$ cat config.mk
export PLATFORM = sky130hd
export DESIGN_NAME = traffic_gen_pe
export DESIGN_NICKNAME = d
export VERILOG_FILES = /design/src/rtl/traffic_gen_pe.sv
export SDC_FILE = /design/constraint.sdc
export NUM_CORES = 1
export LEC_CHECK = 0
export CORE_ASPECT_RATIO = 0.8
export CORE_MARGIN = 8
export CORE_UTILIZATION = 30
export CTS_CLUSTER_DIAMETER = 30
export DETAILED_ROUTE_END_ITERATION = 10
export GPL_ROUTABILITY_DRIVEN = 0
export GPL_TIMING_DRIVEN = 0
export MAX_ROUTING_LAYER = met4
export PLACE_DENSITY = 0.66
export SLEW_MARGIN = 10
export SYNTH_ARGS = -nofsm -noshare
export SYNTH_HDL_FRONTEND = slang
export SYNTH_SLANG_ARGS = --single-unit
$ cat constraint.sdc
create_clock -name clk -period 6 [get_ports clk]
set_input_delay 1.2 -clock clk [delete_from_list [all_inputs] [get_ports clk]]
set_output_delay 1.2 -clock clk [all_outputs]
set_load 0.03 [all_outputs]
$ cat src/rtl/traffic_gen_pe.sv
// Mesh traffic-generator processing element: injects timestamped packets toward its router
// and collects delivery statistics (count, latency sum/max, misroute flag) from it.
module traffic_gen_pe #(
    parameter int unsigned X          = 4,
    parameter int unsigned Y          = 4,
    parameter int unsigned x_size     = $clog2(X),
    parameter int unsigned y_size     = $clog2(Y),
    parameter int unsigned data_width = 256,
    parameter int unsigned MY_X       = 0,
    parameter int unsigned MY_Y       = 0,
    parameter int unsigned numPackets = 1000,
    parameter int unsigned rate       = 32,
    parameter int unsigned PATTERN    = 0,
    parameter int unsigned HOT_X      = 0,
    parameter int unsigned HOT_Y      = 0,
    parameter logic [15:0] SEED       = 16'hACE1
) (
    input  logic                                  clk,
    input  logic                                  rstn,
    input  logic                                  start,
    input  logic                                  enableSend,
    output logic                                  r_valid_pe,
    output logic [x_size+y_size+data_width-1:0]   r_data_pe,
    input  logic                                  r_ready_pe,
    input  logic                                  w_valid_pe,
    input  logic [x_size+y_size+data_width-1:0]   w_data_pe,
    output logic                                  done,
    output logic [31:0]                           sentCount,
    output logic [31:0]                           receiveCount,
    output logic [47:0]                           latencySum,
    output logic [31:0]                           latencyMax,
    output logic                                  misroute
);

    localparam int unsigned T   = x_size + y_size + data_width;
    localparam int unsigned TSB = x_size + y_size;

    localparam logic [15:0] SEED_MIX  = SEED ^ 16'(MY_Y * X + MY_X);
    localparam logic [15:0] LFSR_INIT = (SEED_MIX == 16'd0) ? 16'd1 : SEED_MIX;

    typedef enum logic [1:0] {StIdle, StWait, StSend, StDone} state_e;

    state_e        state_q, state_d;
    logic [31:0]   period_q, period_d;
    logic [31:0]   cycle_count_q;
    logic [15:0]   lfsr_q;
    logic [31:0]   sent_q;
    logic [T-1:0]  data_q;
    logic          load;
    logic          handshake;
    logic          go;

    logic [31:0]   recv_q;
    logic [47:0]   lat_sum_q;
    logic [31:0]   lat_max_q;
    logic          misroute_q;

    // ------------------------------------------------------------------
    // Destination selection
    // ------------------------------------------------------------------
    int unsigned       ux, uy;
    logic [x_size-1:0] dest_x;
    logic [y_size-1:0] dest_y;

    always_comb begin
        ux = 32'(lfsr_q[x_size-1:0]);
        uy = 32'(lfsr_q[8 +: y_size]);
        if (ux >= X) ux = ux - X;
        if (uy >= Y) uy = uy - Y;
        if (ux == MY_X && uy == MY_Y) ux = (ux + 1 >= X) ? 0 : ux + 1;
        if (PATTERN == 1) begin
            ux = MY_Y;
            uy = MY_X;
        end else if (PATTERN == 2) begin
            ux = X - 1 - MY_X;
            uy = Y - 1 - MY_Y;
        end else if (PATTERN == 3) begin
            ux = HOT_X;
            uy = HOT_Y;
        end
        dest_x = x_size'(ux);
        dest_y = y_size'(uy);
    end

    // Timestamp is the cycleCount value seen during the first SEND cycle, i.e. the
    // counter value right after the loading edge.
    logic [T-1:0] pkt;

    always_comb begin
        pkt                    = '0;
        pkt[x_size-1:0]        = dest_x;
        pkt[x_size +: y_size]  = dest_y;
        pkt[TSB +: 32]         = cycle_count_q + 32'd1;
        pkt[TSB + 32 +: 16]    = sent_q[15:0];
    end

    // ------------------------------------------------------------------
    // Injection FSM
    // ------------------------------------------------------------------
    assign go = start & enableSend;

    always_comb begin
        state_d   = state_q;
        period_d  = period_q;
        load      = 1'b0;
        handshake = 1'b0;
        unique case (state_q)
            StIdle: begin
                if (go) begin
                    state_d  = StWait;
                    period_d = 32'd0;
                end
            end
            StWait: begin
                if (!go) begin
                    state_d = StIdle;
                end else if (period_q == 32'(rate - 1)) begin
                    state_d = StSend;
                    load    = 1'b1;
                end else begin
                    period_d = period_q + 32'd1;
                end
            end
            StSend: begin
                // Valid is never withdrawn here; only the handshake leaves SEND.
                if (r_ready_pe) begin
                    handshake = 1'b1;
                    if (sent_q + 32'd1 == 32'(numPackets)) begin
                        state_d = StDone;
                    end else if (go) begin
                        state_d  = StWait;
                        period_d = 32'd0;
                    end else begin
                        state_d = StIdle;
                    end
                end
            end
            StDone: begin
                state_d = StDone;
            end
            default: begin
                state_d = StIdle;
            end
        endcase
    end

    always_ff @(posedge clk or negedge rstn) begin
        if (!rstn) begin
            state_q       <= StIdle;
            period_q      <= 32'd0;
            cycle_count_q <= 32'd0;
            lfsr_q        <= LFSR_INIT;
            sent_q        <= 32'd0;
            data_q        <= '0;
        end else begin
            state_q       <= state_d;
            period_q      <= period_d;
            cycle_count_q <= cycle_count_q + 32'd1;
            if (load) data_q <= pkt;
            if (handshake) begin
                sent_q <= sent_q + 32'd1;
                lfsr_q <= {lfsr_q[14:0], lfsr_q[15] ^ lfsr_q[13] ^ lfsr_q[12] ^ lfsr_q[10]};
            end
        end
    end

    assign r_valid_pe = (state_q == StSend);
    assign r_data_pe  = data_q;
    assign done       = (state_q == StDone);
    assign sentCount  = sent_q;

    // ------------------------------------------------------------------
    // Receive statistics (independent of the FSM)
    // ------------------------------------------------------------------
    logic [31:0] rx_ts;
    logic [31:0] lat;
    logic [48:0] sum_ext;
    logic        rx_wrong_dest;
    logic        unused_rx_payload;

    assign rx_ts             = w_data_pe[TSB +: 32];
    assign lat               = cycle_count_q - rx_ts;
    assign sum_ext           = {1'b0, lat_sum_q} + 49'(lat);
    assign rx_wrong_dest     = (w_data_pe[x_size-1:0] != x_size'(MY_X)) ||
                               (w_data_pe[x_size +: y_size] != y_size'(MY_Y));
    assign unused_rx_payload = ^w_data_pe[T-1:TSB+32];

    always_ff @(posedge clk or negedge rstn) begin
        if (!rstn) begin
            recv_q     <= 32'd0;
            lat_sum_q  <= 48'd0;
            lat_max_q  <= 32'd0;
            misroute_q <= 1'b0;
        end else if (w_valid_pe) begin
            if (recv_q != 32'hFFFF_FFFF) recv_q <= recv_q + 32'd1;
            lat_sum_q <= sum_ext[48] ? 48'hFFFF_FFFF_FFFF : sum_ext[47:0];
            if (lat > lat_max_q) lat_max_q <= lat;
            if (rx_wrong_dest) misroute_q <= 1'b1;
        end
    end

    assign receiveCount = recv_q;
    assign latencySum   = lat_sum_q;
    assign latencyMax   = lat_max_q;
    assign misroute     = misroute_q;

endmodule

=== Word level (Yosys, flattened, before mapping) ===
Index checks and enable logic that the tools add are counted.

* Bits in registers: 279
* Input port bits: 266
* Output and inout bits: 407
* Word-level logic and storage cells: 69

* Add/sub/neg operators: 7
* Order comparisons: 2
* Equality and inequality tests: 12
* Multiplexer cells: 21
* Bitwise gates (word level): 4
* Reduce and logical (&&, ||, !) cells: 13

{| class="wikitable"
|+ Operator list
! cell !! number
|-
| $mux W32 || 5
|-
| $add A32 B1 Y32 const B || 4
|-
| $pmux W32 S3 || 1
|-
| $add A48 B32 Y49 || 1
|-
| $mux W48 || 1
|-
| $eq A32 B10 Y1 const B || 1
|-
| $eq A32 B5 Y1 const B || 1
|-
| $gt A32 B32 Y1 || 1
|-
| $ne A32 B32 Y1 const B || 1
|-
| $sub A32 B32 Y32 || 1
|-
| $mux W2 || 7
|-
| $ne A2 B2 Y1 const B || 4
|-
| $pmux W2 S4 || 1
|-
| $logic_not A2 Y1 || 3
|-
| $mux W1 || 6
|-
| $reduce_and A2 Y1 || 3
|-
| $reduce_and A5 Y1 || 1
|-
| $eq A2 B2 Y1 const B || 2
|-
| $reduce_bool A2 Y1 || 2
|-
| $add A2 B1 Y3 const B || 1
|-
| $ge A3 B3 Y1 const B || 1
|-
| $ne A3 B3 Y1 const B || 1
|-
| $reduce_and A3 Y1 || 1
|-
| $reduce_bool A3 Y1 || 1
|-
| 6 further kinds || 8
|}

=== Logic depth before layout (Yosys ltp) ===
* Word-level depth: 5
* Mapped depth: 23
* Mapped depth without buffers: 22

=== Worst setup path before layout ===
Ideal clock, no wire load.

* Path type: input-to-reg
* From: input w_data_pe[5]
* To: register lat_max_q[10] (netlist: latencyMax[10])
* Setup time: 0.125 ns
* Arrival: 6.297 ns
* Required time: 5.875 ns
* Slack: -0.422 ns
* Stages: 20
* Path buffers: 1
* Cell sequence: inv_1 -> ha_1 -> nor2b_1 -> o31a_1 -> o311ai_0 -> o221ai_1 -> a211oi_1 -> o21ai_0 -> a2111o_1 -> o311ai_0 -> ha_1 -> a21oi_1 -> nor2b_1 -> o21ai_0 -> nand2b_1 -> a211oi_1 -> o21ai_0 -> o31ai_1 -> clkbuf_1 -> mux2_2

* Word-level cells in the longest chain between the ends: 3

{| class="wikitable"
|+ RTL lines
! item !! RTL line !! source
|-
| start: declaration || 26 || <nowiki>input logic [x_size+y_size+data_width-1:0] w_data_pe,</nowiki>
|-
| $sub A32 B32 Y32 || 182 || <nowiki>assign lat = cycle_count_q - rx_ts;</nowiki>
|-
| via lat[25] || 176 || <nowiki>logic [31:0] lat;</nowiki>
|-
| $gt A32 B32 Y1 || 197 || <nowiki>if (lat > lat_max_q) lat_max_q <= lat;</nowiki>
|-
| $reduce_and A2 Y1 (no source line) || n/a ||
|-
| end signal: assignment || 197 ||
|-
| end: declaration || 55 || <nowiki>logic [31:0] lat_max_q;</nowiki>
|}

The timed path passes the listed nets, and every way through them passes these cells.
A chain may end at the register's enable or synchronous reset.

=== Final worst setup path ===
* From: input w_data_pe[5]
* To: register lat_sum_q[26] (netlist: latencySum[26])

* Word-level cells in the longest chain between the ends: 3

{| class="wikitable"
|+ RTL lines
! item !! RTL line !! source
|-
| $sub A32 B32 Y32 || 182 ||
|-
| via lat[17] || 176 ||
|-
| $add A48 B32 Y49 || 183 || <nowiki>assign sum_ext = {1'b0, lat_sum_q} + 49'(lat);</nowiki>
|-
| $mux W48 || 196 || <nowiki>lat_sum_q <= sum_ext[48] ? 48'hFFFF_FFFF_FFFF : sum_ext[47:0];</nowiki>
|-
| end signal: assignment || 196 ||
|-
| end: declaration || 54 || <nowiki>logic [47:0] lat_sum_q;</nowiki>
|}

The timed path passes the listed nets, and every way through them passes these cells.

==> impl_metrics.tcl <==
set metrics [dict create \
    synth_warnings 0 \
    synth_top_area_frac 0.365 \
    path_cells "clkdlybuf4s50_1 -> inv_1 -> ha_1 -> nor2b_1 -> o31a_1 -> o311ai_4 -> o221ai_4 -> a21boi_4 -> o21bai_1 -> a21oi_2 -> xnor2_2 -> ha_1 -> a21o_1 -> a221oi_2 -> o21bai_1 -> a221o_1 -> a21o_4 -> o2111ai_4 -> nand2_2 -> a21bo_4 -> buf_4 -> o22a_1" \
    skew_ps 27.7 \
    antenna_found_initial 3 \
    p_per_area_nw_per_um2 390 \
    synth_edf_count 0 \
    cp.required_ps 6440 \
    synth_largest_area_cell "dfrtp_1" \
    cp-start-kind "input pin" \
    area_growth_pct 39.8 \
    core_um2 61200 \
    dpl.cell_count 3208 \
    fmax_mhz 172 \
    critical_path_arrival_ps 6260 \
    utilization 0.424 \
    htreeDepth 3 \
    cts_buffers 73 \
    initial_core_util 0.304 \
    cts_tree "done" \
    first_iter_violations 961 \
    clockBufferDepth 3 \
    pre_cts_ws_ps -2280 \
    num_rows 81 \
    cts_sinks 279 \
    cp_max_fo 10 \
    holdBufCountCts 0 \
    fin_crit_ps 5820 \
    vdd_drop_max_v 0.000261 \
    finalSetupViolCount 0 \
    ff_latch_area_um2 6990 \
    globalRouteOverflowTotal 0 \
    cts-root-buf "clkbuf_16" \
    drt_wl_total_um 55000 \
    finalSetupTns_ps 0 \
    wl_per_cell_um 16.4 \
    design_area_um2 26000 \
    drv_cap 0 \
    criticalPathCategory "input pin to flip-flop" \
    total_power_mw 10.1 \
    worst_hold_path_type "input pin to asynchronous set/reset pin" \
    grt_max_degree 101 \
    die_x_um 294 \
    gr-usage-all-layers 0.154 \
    grt_pass1_wl_um 84800 \
    syn_area_per_cell_um2 9.64 \
    netlist_area_um2 18600 \
    use_met3 0.0476 \
    cpMaxStageDelayCell "clkdlybuf4s50_1" \
    nets 2836 \
    ff2ff_path_depth 21 \
    tightestPinTransition_ps 1180 \
    grt_pass1_vias 14500 \
    worst_path_largest_cell_delay_ps 450 \
    finalCritPeriodShare 0.970 \
    nFillCells 5956 \
    relSlewSlack 0.205 \
    worst_slack_ps 182 \
    clkTransAtPathRegs_ps 40 \
    ios 673 \
    via_per_inst 4.57 \
    synth.distinct_cells 75 \
    synth_flop_cell "dfrtp_1" \
    ys_ff_latch 279 \
    hold_viol_final 0 \
    syn_inst 1928 \
    place_hpwl_um 42500 \
    most-common-layout-cells "dfrtp_1, buf_4, clkdlybuf4s50_1, conb_1, nand2_1" \
    cp-end-kind "flip-flop" \
    globalRouteMet1Util 0.210 \
    synth_area_leaders "dfrtp_1, buf_4, ha_1" \
    numPortBuffers 240 \
    p_leak_nw 12.1 \
    slew_viol_final 0 \
    ys_seq_area_frac 0.376 \
    die_area_um2 70200 \
    vias 15300 \
    die_h_um 239 \
    multiInputGateArea_um2 10300 \
    gr-usage-met2 0.222 \
    hold_slack_ps 467 \
    drc_errors 0 \
    run_status "finished clean" \
    clock_latency_ps 580 \
    top_usage_layer "met2" \
    layout-drive-gt1-share 0.221 \
    stdcell_count 3355 \
    first_pass_iters 5 \
    antenna_left 0 \
    placed_area_um2 22900 \
    final_common_cell "dfrtp_1" \
    async_flop_share 1.00 \
]
[where the power goes]
part	leakage (nW)	switching [mW]	total (mW)	internal [mW]
sequential	3.61	0.284	2.45	2.17
combinational	7.22	2.01	3.49	1.48
clock	1.29	1.21	4.19	2.98
total	12.1	3.51	10.1	6.63
[logic make-up (layout without fill, tap and decap cells)]
| kind of cell | Yosys count | count (layout) | share of synthesized area |
|---|---|---|---|
| buf+inv | 386 | 774 | 0.126 |
| simple gates | 541 | 541 | 0.144 |
| other cells | 1 | 210 | 0.000202 |
| compound gates | 348 | 348 | 0.142 |
| flops | 279 | 279 | 0.376 |
| fa+ha+maj | 105 | 105 | 0.0715 |
| mux | 101 | 101 | 0.0616 |
| xor+xnor | 167 | 167 | 0.0787 |
[final cells by class]
cell class,count,area share
antenna,2,0.000193
buffer,278,0.0760
clock buffer,98,0.0801
clock inverter,35,0.0221
inverter,107,0.0155
multi-input combinational,1470,0.397
sequential,279,0.269
tap,830,0.0400
timing repair buffer,256,0.100
[sequential cells by signal, summed over array words and instances (netlist names)]
register       flops
sentCount         32
cycle_count_q     32
lfsr_q            16
period_q          32
latencyMax        32
latencySum        48
r_data_pe         52
state_q            2
misroute           1
receiveCount      32
[synth_stat cells (all sizes together) (2+ instances only)]
library cell	number
or4	7
nand2b	12
clkbuf	44
mux2i	5
fa	2
o31a	4
ha	103
o221ai	2
xnor2	112
and3	35
o21ai	66
nand3	71
or2	3
xor2	55
buf	235
a21oi	83
nand2	140
or3	7
o21bai	9
o31ai	7
a21o	24
dfstp	8
a221o	3
and4	14
nand3b	2
nor2b	11
o211ai	7
nor3	36
dfrtp	271
nor2	119
and2	14
a31oi	46
o21a	16
inv	107
nor4	16
o311ai	3
nor3b	2
o211a	3
nand4	50
mux2	96
o22a	35
a211o	3
a41oi	2
a2111oi	4
a211oi	15
[final timing paths]
path / slack [ps] / to / startpoint
max: 180 / latencySum[26] / w_data_pe[5]
min: 470 / sentCount[16] / rstn
min in group clk: 470 / misroute / misroute
min reg2reg: 470 / misroute / misroute
max reg2reg: 760 / latencyMax[26] / cycle_count_q[0]
max in group asynchronous: 4440 / cycle_count_q[29] / rstn
[worst max-delay path, delay by kind of cell]
| kind | cells | cell delay [ps] |
|---|---|---|
| compound gates | 14 | 3290 |
| buf+inv | 3 | 710 |
| fa+ha+maj | 2 | 590 |
| simple gates | 2 | 220 |
| xor+xnor | 1 | 200 |
[layer usage]
metal	part of all wire	wire length, um	up-vias
li1	-	-	7511
met3	0.077	4230	85
met5	0	0	-
met4	0.019	1040	0
met2	0.43	23900	464
met1	0.47	25900	7283
[repair_timing]
action	in CTS	in global routing
gates resized for setup	32	51
setup endpoints to repair	80	80
hold endpoints to repair	0	0
pin swaps	7	19
buffers inserted	7	6
Note: power is estimated with default switching activity, not from simulation.
==> RTL edit: new RTL, config.mk and constraints unchanged <==
Change the parameter `PATTERN` from 0 to 1.
--- a/src/rtl/traffic_gen_pe.sv
+++ b/src/rtl/traffic_gen_pe.sv
@@ -12,3 +12,3 @@
     parameter int unsigned rate       = 32,
-    parameter int unsigned PATTERN    = 0,
+    parameter int unsigned PATTERN    = 1,
     parameter int unsigned HOT_X      = 0,
Behaviour: same outputs for any inputs over 4 cycles, from zero or initial values and one cycle with rstn low; that may be too few to reach the edited logic, so the function may still have changed.
==> RTL edit against the unedited design <==
  * Global-route usage up 1.1 points
  * Sequential cell count fell by 20
  * Setup slack gained 0.0053 ns
  * Sequential power down 5%
  * Worst hold slack better by 0.011 ns
  * Area after synthesis fell by 3.0%
  * Utilization decreased by 0.13 points
  * Power is 2.9% lower
  * Maximum frequency hardly changed
  * Final area shrank 3.0%
  * Routed wire length up 4.0%
  * Synthesized cell count up 3.0%
==> RTL edit: results (changes against the unedited design) <==
| Metric | Value |
|---|---|
| Sequential area share after synthesis | 0.360 (-0.0167) |
| Int Power | 0.00618 W (-6.7%) |
| CP max-delay cell | or4_1 |
| Crit-path max cell delay | 0.56 ns (+0.11 ns) |
| Main area contributors after synthesis | dfrtp_1, buf_4, ha_1 |
| Placed Area | 0.0222 sq mm (-2.9%) |
| Compound-Gate Fraction of Synth Area | 0.137 (-0.00446) |
| Power Sequential | 0.00232 W (-5%) |
| Least-Margin Pin Slew | 1.15 ns (-0.0333 ns) |
| PortBufs | 235 (-2.1%) |
| Total CTS buffers | 70 (-4.1%) |
| Worst endpoint data arrival time | 6.32 ns (+0.06 ns) |
| Adder-Cell Fraction of Synth Area | 0.0716 (+0.000117) |
| Pwr dens | 391 mW/mm^2 (+0.11%) |
| H-tree depth | 3 (unchanged) |
| Max IR drop VDD | 0.219 mV (-16%) |
| Clk buf depth | 3 (unchanged) |
| Placed Cells | 3,214 (+0.19%) |
| Pleak | 11.9 nW (-2.0%) |
| Comb. pwr | 0.00370 W (+6.0%) |
| Root Buffer | clkbuf_16 |
| Distinct cells, synth | 71 (-5.3%) |
| Cts repair resizes | 25 (-22%) |
| Final nets | 2,889 (+1.9%) |
| Detailed Routing Iterations Pass 1 | 5 (unchanged) |
| Pin count of the biggest net entering global routing | 107 (+5.9%) |
| Vias per inst | 4.69 (+2.6%) |
| Most frequent cells after synthesis | dfrtp_1, buf_4, nand2_1 |
| DPL Wire Length | 44.7 mm (+5.2%) |
| Syn_area_per_cell | 9.08 sq um (-5.8%) |
| First-pass GRT wire length | 88.2 mm (+4.0%) |
| Post-synthesis mux area share | 0.0534 (-0.00810) |
| WL/cell | 17.0 um (+3.9%) |
| Initial antenna violation count | 1 (-2) |
| Synth Area in XOR/XNOR | 0.0768 (-0.00195) |
| Initial DRC count | 1,206 (+25%) |
| Vias in the first global route | 14,600 (+0.72%) |
| Vias | 15,800 (+2.7%) |
| Status | complete, no violations |
| Fillers | 5,792 (-2.8%) |
| Total track usage | 0.165 (+0.0106) |
| Clock skew | 0.0267 ns (-0.000985 ns) |
| Clk slew on worst S/H paths | ~0.050 ns |
| Hold Path Class | reg2reg |
| Dpl ws | -1.83 ns (+0.450 ns) |
| Ratio of cells with drive above 1 in the final layout | 0.211 (-0.00999) |
| Final Cell Area | 0.0252 sq mm (-3.0%) |
| Setup bufs post-CTS | 8 (+1) |
-- RTL edit: cell type report --
class / instances / share of cell area
clock inverters: 42 / 0.0182
plain buffers: 287 / 0.0789
multi-input cells: 1552 / 0.413
diodes: 3 / 0.000298
well taps: 779 / 0.0387
clock buffers: 85 / 0.0784
flip-flops and latches: 259 / 0.257
repair buffers: 256 / 0.101
inverters: 95 / 0.0142
-- RTL edit: metal layers --
metal,routed length (um),global-route usage
met3,4760,0.0565
met2,24200,0.229
met1,27000,0.225
met4,1170,0.0444
met5,0,-
-- RTL edit: final timing paths --
check | to | startpoint | slack, ns | cells past startpoint
worst max-delay path | latencySum[39]$_DFFE_PN0P_ | w_data_pe[14] | 0.19 | 23
worst min-delay path | misroute$_DFFE_PN0P_ | misroute$_DFFE_PN0P_ | 0.48 | 1
worst max register to register | latencySum[39]$_DFFE_PN0P_ | cycle_count_q[0]$_DFF_PN0_ | 0.75 | 23
worst min register to register | misroute$_DFFE_PN0P_ | misroute$_DFFE_PN0P_ | 0.48 | 1
max in group asynchronous | period_q[27]$_DFFE_PN0P_ | rstn | 4.08 | 3
min in group asynchronous | latencySum[1]$_DFFE_PN0P_ | rstn | 0.57 | 1
-- RTL edit: worst reg2reg max path, cell delays in order, from the launching register on --
cell and delay [ns]:
dfrtp_1 0.42, inv_1 0.12, ha_1 0.17, inv_1 0.05
fa_1 0.42, a211o_1 0.33, a211oi_4 0.32, nor4_4 0.10
o41ai_2 0.32, buf_4 0.21, nand2_4 0.13, a211oi_4 0.30
xnor2_2 0.14, ha_2 0.37, inv_1 0.05, o21ai_1 0.13
o2111ai_1 0.15, a21oi_2 0.16, buf_4 0.18, nor4_4 0.07
buf_4 0.15, or4_1 0.56, clkbuf_4 0.24, nand4_1 0.09
